<file path="config.mk">
export PLATFORM = sky130hd
export DESIGN_NAME = shannon_whitaker_coeff_ctrl
export DESIGN_NICKNAME = d
export VERILOG_FILES = /design/src/rtl/shannon_whitaker_coeff_ctrl.sv
export SDC_FILE = /design/constraint.sdc
export NUM_CORES = 1
export LEC_CHECK = 0
export ABC_CLOCK_PERIOD_IN_PS = 2770
export BUFFER_PORTS_ARGS = -buffer_cell sky130_fd_sc_hd__buf_2
export CAP_MARGIN = 20
export CORE_MARGIN = 2
export CORE_UTILIZATION = 59
export CTS_BUF_LIST = sky130_fd_sc_hd__clkbuf_8
export DETAILED_ROUTE_END_ITERATION = 10
export GPL_TIMING_DRIVEN = 0
export PLACE_DENSITY = 0.86
export SYNTH_ARGS = -nofsm -noshare
export SYNTH_HDL_FRONTEND = slang
export SYNTH_SLANG_ARGS = --single-unit
</file>
<file path="constraint.sdc">
create_clock -name clk_i -period 2.77 [get_ports clk_i]
set_input_delay 0.6925 -clock clk_i [delete_from_list [all_inputs] [get_ports clk_i]]
set_output_delay 0.6925 -clock clk_i [all_outputs]
set_load 0.03 [all_outputs]
</file>
<file path="src/rtl/shannon_whitaker_coeff_ctrl.sv">
// shannon_whitaker_coeff_ctrl
//   Run-time coefficient controller for the 8-sample-per-clock
//   Shannon-Whittaker lowpass. It keeps a shadow bank that the config
//   side writes and an active bank that drives the DSP core. A commit
//   swaps the banks in one cycle. The filter is then held in reset while
//   its pipeline flushes, and its output stays unqualified until the
//   pipeline holds only samples produced with the new coefficients.
//
// Optional feature: define SW_LPF_READBACK_EN to add a registered
//   readback port for the shadow bank (rb_addr_i / rb_data_o).
//
// Ports
//   clk_i        filter clock
//   rst_ni       asynchronous active-low reset
//   cfg_wr_i     shadow write strobe (taken in RUN only)
//   cfg_addr_i   shadow index, 0=B1 ... 7=B15
//   cfg_data_i   signed coefficient, before the upshift
//   cfg_commit_i request a shadow->active swap
//   cfg_busy_o   high while swapping or flushing
//   cfg_err_o    sticky error flag, cleared by an accepted commit
//   coeff_o      active bank << COEFF_UPSHIFT, index k at [k*CWIDTH +: CWIDTH]
//   filt_rst_o   synchronous reset to the filter core
//   dat_valid_o  filter output qualifier
//   rb_addr_i    (readback build) shadow index to read
//   rb_data_o    (readback build) registered shadow[rb_addr_i]
module shannon_whitaker_coeff_ctrl #(
  parameter int NCOEFF        = 8,
  parameter int CWIDTH        = 18,
  parameter int COEFF_UPSHIFT = 3,
  parameter int FLUSH_CYCLES  = 14
) (
  input  logic                          clk_i,
  input  logic                          rst_ni,
  input  logic                          cfg_wr_i,
  input  logic [$clog2(NCOEFF)-1:0]     cfg_addr_i,
  input  logic [CWIDTH-1:0]             cfg_data_i,
  input  logic                          cfg_commit_i,
  output logic                          cfg_busy_o,
  output logic                          cfg_err_o,
  output logic [NCOEFF*CWIDTH-1:0]      coeff_o,
  output logic                          filt_rst_o,
`ifdef SW_LPF_READBACK_EN
  input  logic [$clog2(NCOEFF)-1:0]     rb_addr_i,
  output logic [CWIDTH-1:0]             rb_data_o,
`endif
  output logic                          dat_valid_o
);

  localparam int AW = $clog2(NCOEFF);
  localparam int CW = $clog2(2 * FLUSH_CYCLES);

  localparam logic [1:0] RUN   = 2'd0;
  localparam logic [1:0] SWAP  = 2'd1;
  localparam logic [1:0] FLUSH = 2'd2;

  localparam logic [CW-1:0] CNT_LAST  = CW'(2 * FLUSH_CYCLES - 1);
  localparam logic [CW-1:0] CNT_RSTND = CW'(FLUSH_CYCLES);

  // Power-on coefficients B1..B15 of the reference lowpass.
  function automatic logic [CWIDTH-1:0] dflt(input int k);
    case (k)
      0:       return CWIDTH'(-23);
      1:       return CWIDTH'(105);
      2:       return CWIDTH'(-263);
      3:       return CWIDTH'(526);
      4:       return CWIDTH'(-949);
      5:       return CWIDTH'(1672);
      6:       return CWIDTH'(-3216);
      default: return CWIDTH'(10342);
    endcase
  endfunction

  logic [1:0]    state_reg, state_next;
  logic [CW-1:0] cnt_reg;
  logic          err_reg;
  logic          in_range;
  logic          wr_ok;
  logic          running;

  logic [CWIDTH-1:0] shadow    [NCOEFF];
  logic [CWIDTH-1:0] active    [NCOEFF];
  logic [CWIDTH-1:0] coeff_reg [NCOEFF];

  // The value must survive the upshift unchanged: the sign bit plus the
  // COEFF_UPSHIFT bits above the kept field must all agree.
  logic [COEFF_UPSHIFT:0] top_bits;
  assign top_bits = cfg_data_i[CWIDTH-1 -: COEFF_UPSHIFT+1];
  assign in_range = (&top_bits) | ~(|top_bits);

  assign running = (state_reg == RUN);
  assign wr_ok   = running & cfg_wr_i & in_range;

  always_comb begin
    state_next = state_reg;
    case (state_reg)
      RUN:     if (cfg_commit_i) state_next = SWAP;
      SWAP:    state_next = FLUSH;
      FLUSH:   if (cnt_reg == CNT_LAST) state_next = RUN;
      default: state_next = FLUSH;
    endcase
  end

  always_ff @(posedge clk_i or negedge rst_ni) begin
    if (!rst_ni) begin
      state_reg <= FLUSH;
      cnt_reg   <= '0;
    end else begin
      state_reg <= state_next;
      if (state_reg == FLUSH && cnt_reg != CNT_LAST) cnt_reg <= cnt_reg + 1'b1;
      else                                           cnt_reg <= '0;
    end
  end

  // Any request while busy is an error, even in the swap cycle that would
  // otherwise clear the flag for the commit that caused it.
  always_ff @(posedge clk_i or negedge rst_ni) begin
    if (!rst_ni) begin
      err_reg <= 1'b0;
    end else if (!running && (cfg_wr_i || cfg_commit_i)) begin
      err_reg <= 1'b1;
    end else if (running && cfg_wr_i && !in_range) begin
      err_reg <= 1'b1;
    end else if (state_reg == SWAP) begin
      err_reg <= 1'b0;
    end
  end

  genvar gi;
  generate
    for (gi = 0; gi < NCOEFF; gi++) begin : g_bank
      always_ff @(posedge clk_i or negedge rst_ni) begin
        if (!rst_ni) begin
          shadow[gi]    <= dflt(gi);
          active[gi]    <= dflt(gi);
          coeff_reg[gi] <= dflt(gi) << COEFF_UPSHIFT;
        end else begin
          if (wr_ok && cfg_addr_i == AW'(gi)) shadow[gi] <= cfg_data_i;
          if (state_reg == SWAP)              active[gi] <= shadow[gi];
          // Follows active one edge later; active only moves in SWAP.
          coeff_reg[gi] <= active[gi] << COEFF_UPSHIFT;
        end
      end
      assign coeff_o[gi*CWIDTH +: CWIDTH] = coeff_reg[gi];
    end
  endgenerate

`ifdef SW_LPF_READBACK_EN
  always_ff @(posedge clk_i or negedge rst_ni) begin
    if (!rst_ni) rb_data_o <= '0;
    else         rb_data_o <= shadow[rb_addr_i];
  end
`endif

  assign cfg_busy_o  = !running;
  assign cfg_err_o   = err_reg;
  assign dat_valid_o = running;
  assign filt_rst_o  = (state_reg == SWAP) ||
                       (state_reg == FLUSH && cnt_reg < CNT_RSTND);

endmodule

</file>
; ---- After elaboration in Yosys (flattened, before gate mapping)
; Index checks and enable logic that the tools add are counted.
; Widths: inputs -> output; s select.
[word_totals]
reg_bits = 368
latchBits = 0
mem_bits_rw = 0
romBits = 0
input_bits = 25
output_inout_bits = 148
word_cells = 76
memories = 0
[classes]
addsub = 1
mul = 0
n_div = 0
n_lt_le_gt_ge = 1
eq_ne = 13
shifts = 0
mux = 7
bitwise = 4
n_reduce_logical = 23
[op_table]
columns = op, n
row1 = $logic_and 1x1->1, 13
row2 = $eq 3x3->1 const B, 4
row3 = $eq 3x2->1 const B, 2
row4 = $add 5x1->5 const B, 1
row5 = $eq 5x5->1 const B, 1
row6 = $lt 5x4->1 const B, 1
row7 = $mux 5, 1
row8 = $ne 5x5->1 const B, 1
row9 = $mux 2, 2
row10 = $ne 2x2->1 const B, 2
row11 = $pmux 2 s2, 1
row12 = $reduce_and 4->1, 1
row13 = $reduce_or 4->1, 1
row14 = $eq 3x1->1 const B, 1
row15 = $logic_not 3->1, 1
row16 = $mux 1, 3
row17 = $reduce_bool 3->1, 1
row18 = $and 1x1->1, 2
row19 = $eq 2x1->1 const B, 1
row20 = $eq 2x2->1 const B, 1
row21 = $logic_not 1->1, 2
row22 = $logic_not 2->1, 1
row23 = $logic_or 1x1->1, 2
row24 = $reduce_and 2->1, 1
row25 = 2 further kinds, 2

; ---- Logic depth before layout (Yosys ltp)
; Gate-level depths: netlist of the first run.
[logic_depth]
depth_word = 7
ltp_mapped = 6
depth_no_buf = 4

; ---- Least setup slack after synthesis of the first run
; Ideal clock, no wire load.
[synth_path]
kind = input to register
startpoint = in cfg_data_i[15]
endpoint = reg shadow[25] in the netlist's numbering
setup_ps = 125
t_arrival_ps = 2404
required_ps = 2645
setup_slack_ps = 241
stages = 5
path_buffers = 2
path_cell_list = or4_1 -> buf_6 -> a2111oi_4 -> buf_6 -> mux2_2
[synth_between]
elab_chain_cells = 5
word_cells_on_any_way = 6
classes_between = bitwise: 3 / reduce/logical: 3
[synth_lines]
columns = element, line_no
row1 = start: declaration, 36  ; input logic [CWIDTH-1:0] cfg_data_i,
row2 = $reduce_or 4->1, 88  ; assign in_range = (&top_bits) | ~(|top_bits);
row3 = $not 1->1, 88
row4 = $or 1x1->1 (*), 88
row5 = $and 1x1->1 (*), 91  ; assign wr_ok = running & cfg_wr_i & in_range;
row6 = $logic_and 1x1->1 (*), 137  ; if (wr_ok && cfg_addr_i == AW'(gi)) shadow[gi] <= cfg_data_i;
row7 = end signal: indexed assignment, 133  ; shadow[gi] <= dflt(gi);
row8 = end signal: indexed assignment, 137
row9 = end: declaration, 80  ; logic [CWIDTH-1:0] shadow [NCOEFF];
; Every way passes the cells marked *; elsewhere a longest branch is shown, timed or not.
; A chain may end at the register's enable or synchronous reset.

; ---- Final worst setup path of the first run
[layout_path]
startpoint = reg state_reg[1]
endpoint = out filt_rst_o
[layout_between]
elab_chain_cells = 3
word_cells_on_any_way = 4
classes_between = eq/ne: 2 / reduce/logical: 2
[layout_lines]
columns = element, line_no
row1 = start: declaration, 73  ; logic [1:0] state_reg, state_next;
row2 = start signal: assignment, 108  ; state_reg <= state_next;
row3 = $eq 2x2->1, 158  ; (state_reg == FLUSH && cnt_reg < CNT_RSTND);
row4 = $logic_and 1x1->1, 158
row5 = $logic_or 1x1->1 (*), 157  ; assign filt_rst_o = (state_reg == SWAP) ||
row6 = end: declaration, 41  ; output logic filt_rst_o,
; Marks and branches as above.

==> impl_metrics.tcl, run 1 <==
set metrics [dict create \
    die_w_um 151.7 \
    fin_area_um2 15240 \
    hpwlAfterDp_um 15470 \
    vias 6394 \
    rsz0062_at_grt "false" \
    power_mw 15.87 \
    rows 54 \
    postCtsSetupBuffers 0 \
    synth_cell_types 36 \
    synth_flop_cell "dfrtp_1" \
    skew_ns 0.01723 \
    cts_buffer_depth 3 \
    wl_per_cell_um 18.81 \
    drv_cap 0 \
    synth-edff-count 0 \
    cp.required_ns 2.08 \
    max_slew_margin 0.4327 \
    vias_per_cell 5.091 \
    synth-async-reset-ratio 1.000 \
    worst-path-buf-inv 2 \
    r2r_cells 4 \
    place_area_um2 14100 \
    drt-initial-drc-count 224 \
    multiInputGateArea_um2 3192 \
    worst_pin_slew_ns 0.8510 \
    port_buffers 148 \
    setup_viol 0 \
    drc 0 \
    dr.pass1.iters 4 \
    initial_core_util 0.5949 \
    regToRegSetupSlack_ns 0.29 \
    final_max_slew_viol_count 0 \
    fmax_mhz 390.2 \
    crit_path_top_delay_cell "dfstp_2" \
    whs_ns 0.1944 \
    finalCriticalPeriod_ns 2.563 \
    cts_root_buffer "clkbuf_8" \
    ys_ff_latch 368 \
    powerDensity_nw_per_um2 1041 \
    cts_max_level 2 \
    crit_chain "nand2b_4 -> clkbuf_8 -> nand2_1 -> buf_2" \
    hold_viol_final 0 \
    min_path_type "primary input to async pin" \
    post-route-worst-setup-slack_ns 0.2072 \
    clkSlewWorstSetupHoldPaths_ns 0.06 \
    die_h_um 151.7 \
    routabilityCongestion 0.7394 \
    cts.sinks 368 \
    io_pins 173 \
    syn_area_per_cell_um2 18.32 \
    critPathTopFamily "flip-flops" \
    regArea_um2 9432 \
    n_antenna_cell 0 \
    start_kind "register" \
    routed_wl_um 23620 \
    r2r_start "state_reg[0]" \
    synthCells 702 \
    grt_pass1_wl_um 36650 \
    cts_tree "done" \
    antenna_found_initial 0 \
    ys_warn_count 0 \
    outcome "finished clean" \
    min_period_over_period 0.9252 \
    fin_nets 956 \
    p_leak_nw 7.654 \
    r2r-end "shadow[47]" \
    worst-setup-path-type "register to primary output" \
    clk_latency_ns 0.57 \
    layout-drive-gt1-share 0.7049 \
    die-area_um2 23000 \
    grt_max_degree 129 \
    end_kind "primary output" \
    n_fill_cell 1404 \
    fin_util 0.7047 \
    netlist_area_um2 12860 \
    crit_arrival_ns 1.87 \
    pre_cts_ws_ns -0.2055 \
    first_global_vias 6680 \
    track_usage 0.2117 \
    core_um2 21620 \
    cp_max_fo 14 \
    syn_to_final_growth_pct 18.46 \
    grt_overflow 0 \
    crit_path_max_incr_delay_ns 0.58 \
    cts_buffers 55 \
    irDropWorstVdd_v 0.0005428 \
    ys_seq_area_frac 0.7333 \
    drtAntennaViolNets 0 \
]
-- what timing repair did --
| action | CTS | global route |
|---|---|---|
| endpoints found under the setup margin | 1 | 1 |
| hold buffers | 0 | 0 |
| resized for setup | 7 | 0 |
-- area by class of cell --
class                      instances  share of cell area
buffer                            46             0.02102
sequential                       368              0.6190
multi-input combinational        305              0.2095
timing repair buffer             150             0.05288
inverter                           4           0.0009854
clock buffer                      69             0.06233
clock inverter                    34             0.01133
tap                              280             0.02299
-- per-stage QoR --
stage / std cells / setup TNS [ns]
after floorplan: 725 / 0
after global placement: 1153 / -1606.51
after detailed placement: 1155 / -7.480
after CTS: 1257 / 0
after global routing: 1256 / 0
final: 1256 / 0
-- how the worst max path moves through the flow --
stage	from	end	cells past startpoint
after floorplan	cfg_data_i[15]	shadow[25]	5
after global placement	rst_ni	coeff_o[40]	1
after detailed placement	state_reg[1]	filt_rst_o	6
after CTS	state_reg[1]	filt_rst_o	5
after global routing	state_reg[1]	filt_rst_o	4
final	state_reg[1]	filt_rst_o	4
-- layout by cell type, fill, tap and decap left out, types with 2 or more instances in the layout --
cell type  synthesis  final
mux2_2           229    229
dfrtp_1          190    190
dfstp_2          178    178
buf_2              2    149
clkbuf_8           0     70
inv_1              4     27
buf_4             26     26
conb_1             1     24
mux2_4            10     10
clkbuf_1          11      8
clkinv_2           0      8
nor2_1             7      7
buf_6              5      5
nand3_1            4      4
buf_1              4      4
a2111oi_4          3      3
xor2_1             2      2
nand2_1            2      2
o2111ai_1          2      2
nand2b_1           3      2
a211oi_2           2      2
buf_16             0      2
-- synth_stat cells (2+ instances only) --
library cell | count | area [µm²]
nor2_1 | 7 | 26.28
nand2_1 | 2 | 7.510
a211oi_2 | 2 | 25.02
clkbuf_1 | 11 | 41.29
a2111oi_4 | 3 | 82.58
xor2_1 | 2 | 17.52
buf_4 | 26 | 195.2
buf_1 | 4 | 15.01
nand2b_1 | 3 | 18.77
buf_2 | 2 | 10.01
inv_1 | 4 | 15.01
buf_6 | 5 | 56.30
dfrtp_1 | 190 | 4755
nand3_1 | 4 | 20.02
mux2_4 | 10 | 150.1
mux2_2 | 229 | 2579
dfstp_2 | 178 | 4677
o2111ai_1 | 2 | 17.52
-- routing by layer --
metal | share of wire | up-vias | track usage
met2 | 0.49 | 182 | 0.3381
met4 | 0.022 | 0 | 0.06898
met5 | 0 | - | 0
li1 | - | 2868 | -
met3 | 0.051 | 39 | 0.04880
met1 | 0.44 | 3305 | 0.2918
-- cell families (layout without fill, tap and decap cells) --
| family | after synthesis | in the layout | share of synthesized area |
|---|---|---|---|
| flops | 368 | 368 | 0.7333 |
| mux | 240 | 240 | 0.2130 |
| buf+inv | 52 | 303 | 0.02587 |
| simple gates | 27 | 27 | 0.01294 |
| compound gates | 10 | 10 | 0.01158 |
| xor+xnor | 3 | 3 | 0.002043 |
| fa+ha+maj | 1 | 1 | 0.0009726 |
| other cells | 1 | 24 | 0.0002915 |
-- power by group --
group | switching (mW) | internal (mW)
registers | 0.690 | 7.38
logic | 2.23 | 1.29
clock network | 1.94 | 2.34
No activity file was read; power rests on OpenSTA's default activity.
==> run 2, diff against run 1 <==
ABC_CLOCK_PERIOD_IN_PS = 3000   (was 2770)
clock period = 3 ns   (was 2.77 ns; I/O delays follow)
==> run 2 against run 1 <==
Against the previous run: clock power decreased by 7.7%; register-to-register slack improved by 0.25 ns; wire length about the same; sequential share of layout area about the same.
==> impl_metrics.tcl, run 2 (same netlist as run 1, synthesis figures left out) <==
set metrics [dict create \
    antenna_found_initial 0 \
    powerDensity_nw_per_um2 961.8 \
    skew_ns 0.01572 \
    r2r_start "state_reg[0]" \
    crit_path_top_delay_cell "dfstp_2" \
    p_leak_nw 7.646 \
    hold_viol_final 0 \
    grt_max_degree 129 \
    max_slew_margin 0.4284 \
    drt-initial-drc-count 220 \
    grt_overflow 0 \
    min_path_type "primary input to async pin" \
    end_kind "primary output" \
    finalCriticalPeriod_ns 2.759 \
    min_period_over_period 0.9196 \
    crit_chain "nand2b_2 -> buf_4 -> nand2_1 -> buf_2" \
    cp-endpoint "filt_rst_o" \
    irDropWorstVdd_v 0.0005011 \
    start_kind "register" \
    setup_viol 0 \
    cts_buffer_depth 3 \
    worst-path-stages 4 \
    r2r_cells 4 \
    dp_cells 1155 \
    vias_per_cell 5.105 \
    critPathTopFamily "flip-flops" \
    cts.sinks 368 \
    outcome "finished clean" \
    clk_latency_ns 0.57 \
    core_um2 21620 \
    n_antenna_cell 0 \
    drtAntennaViolNets 0 \
    cts_tree "done" \
    syn_to_final_growth_pct 18.38 \
    crit_start "state_reg[1]" \
    first_global_vias 6679 \
    r2r-end "shadow[47]" \
    die-area_um2 23000 \
    regToRegSetupSlack_ns 0.54 \
    initial_core_util 0.5949 \
    worst-path-buf-inv 2 \
    fin_nets 956 \
    cp.required_ns 2.25 \
    met3_usage 0.04880 \
    routed_wl_um 23610 \
    n_fill_cell 1407 \
    layout-drive-gt1-share 0.7049 \
    final_cell_mix "mux2_2 (229), dfrtp_1 (190), dfstp_2 (178), buf_2 (149), clkbuf_8 (69)" \
    dr.pass1.iters 4 \
    crit_arrival_ns 2.01 \
    port_buffers 148 \
    power_mw 14.64 \
    worst_pin_slew_ns 0.8574 \
    vias 6412 \
    rsz0062_at_grt "false" \
    busiest_layer "met2" \
    met1_usage 0.2922 \
    cts_root_buffer "clkbuf_8" \
    die_h_um 151.7 \
    clkSlewWorstSetupHoldPaths_ns 0.06 \
    cp_max_fo 14 \
    fmax_mhz 362.5 \
    cts_buffers 55 \
    cts_hold_buf 0 \
    grt_pass1_wl_um 36650 \
    layout_commonest_cell "mux2_2" \
    worst-setup-path-type "register to primary output" \
    cts_max_level 2 \
    rows 54 \
    drv_cap 0 \
    met2_usage 0.3376 \
    hpwlAfterDp_um 15470 \
    drc 0 \
    io_pins 173 \
    crit_path_max_incr_delay_ns 0.58 \
    wl_per_cell_um 18.80 \
    routabilityCongestion 0.7394 \
    final_cells 1256 \
    final_max_slew_viol_count 0 \
    track_usage 0.2117 \
    die_w_um 151.7 \
]
==> run 2: changes by cell type in the layout (fill, tap and decap cells not counted) <==
cell and change:
buf_4 +1, clkbuf_8 -1, nand2b_4 -1, nand2b_2 +1
==> run 2: routing by layer <==
layer	wire length (µm)	part of all wire
met5	0	0
met4	517	0.022
met1	10410	0.44
met2	11500	0.49
met3	1181	0.050
==> run 2: where the power goes <==
| part | leakage, nW | total [mW] | internal (mW) | switching, mW |
|---|---|---|---|---|
| logic | 2.53 | 3.25 | 1.19 | 2.06 |
| clock network | 0.669 | 3.95 | 2.16 | 1.79 |
| registers | 4.44 | 7.45 | 6.81 | 0.636 |
| total | 7.65 | 14.6 | 10.2 | 4.48 |
==> run 2: final cells by class <==
type	count	area, µm²	share of cell area
sequential	368	9432	0.6194
multi-input combinational	305	3187	0.2093
clock buffer	69	949.7	0.06237
timing repair buffer	150	805.8	0.05292
tap	280	350.3	0.02301
buffer	46	314.1	0.02063
clock inverter	34	172.7	0.01134
inverter	4	15.01	0.0009861
==> run 2: metrics by stage <==
stage | TNS (ns) | hold slack (ns) | setup WS [ns] | cell area (µm²) | util
2_1_floorplan | 0 | 0.3486 | 0.4134 | 12950 | -
3_3_place_gp | -1538.01 | 0.3541 | -5.245 | 14040 | 0.6494
3_5_place_dp | -0.03296 | 0.3549 | -0.03296 | 14100 | 0.6524
4_1_cts | 0 | 0.2647 | 0.03399 | 15230 | 0.7045
5_1_grt | 0 | 0.2944 | 0.09072 | 15230 | 0.7042
6_report | 0 | 0.2482 | 0.2411 | 15230 | 0.7042
==> run 2: worst min path at each step <==
stage / startpoint / endpoint / slack [ns] / cells past startpoint
finish: rst_ni / coeff_o[139] / 0.25 / 1
global route: rst_ni / coeff_o[139] / 0.29 / 1
CTS: rst_ni / coeff_o[139] / 0.26 / 1
detailed placement: active[140] / coeff_o[17] / 0.35 / 0
global placement: active[128] / coeff_o[5] / 0.35 / 0
floorplan: active[44] / coeff_o[101] / 0.35 / 0
==> run 2: what timing repair did <==
| action | CTS | global route |
|---|---|---|
| endpoints found under the setup margin | 1 | 1 |
| resized for setup | 4 | 1 |
| buffers inserted | 0 | 0 |
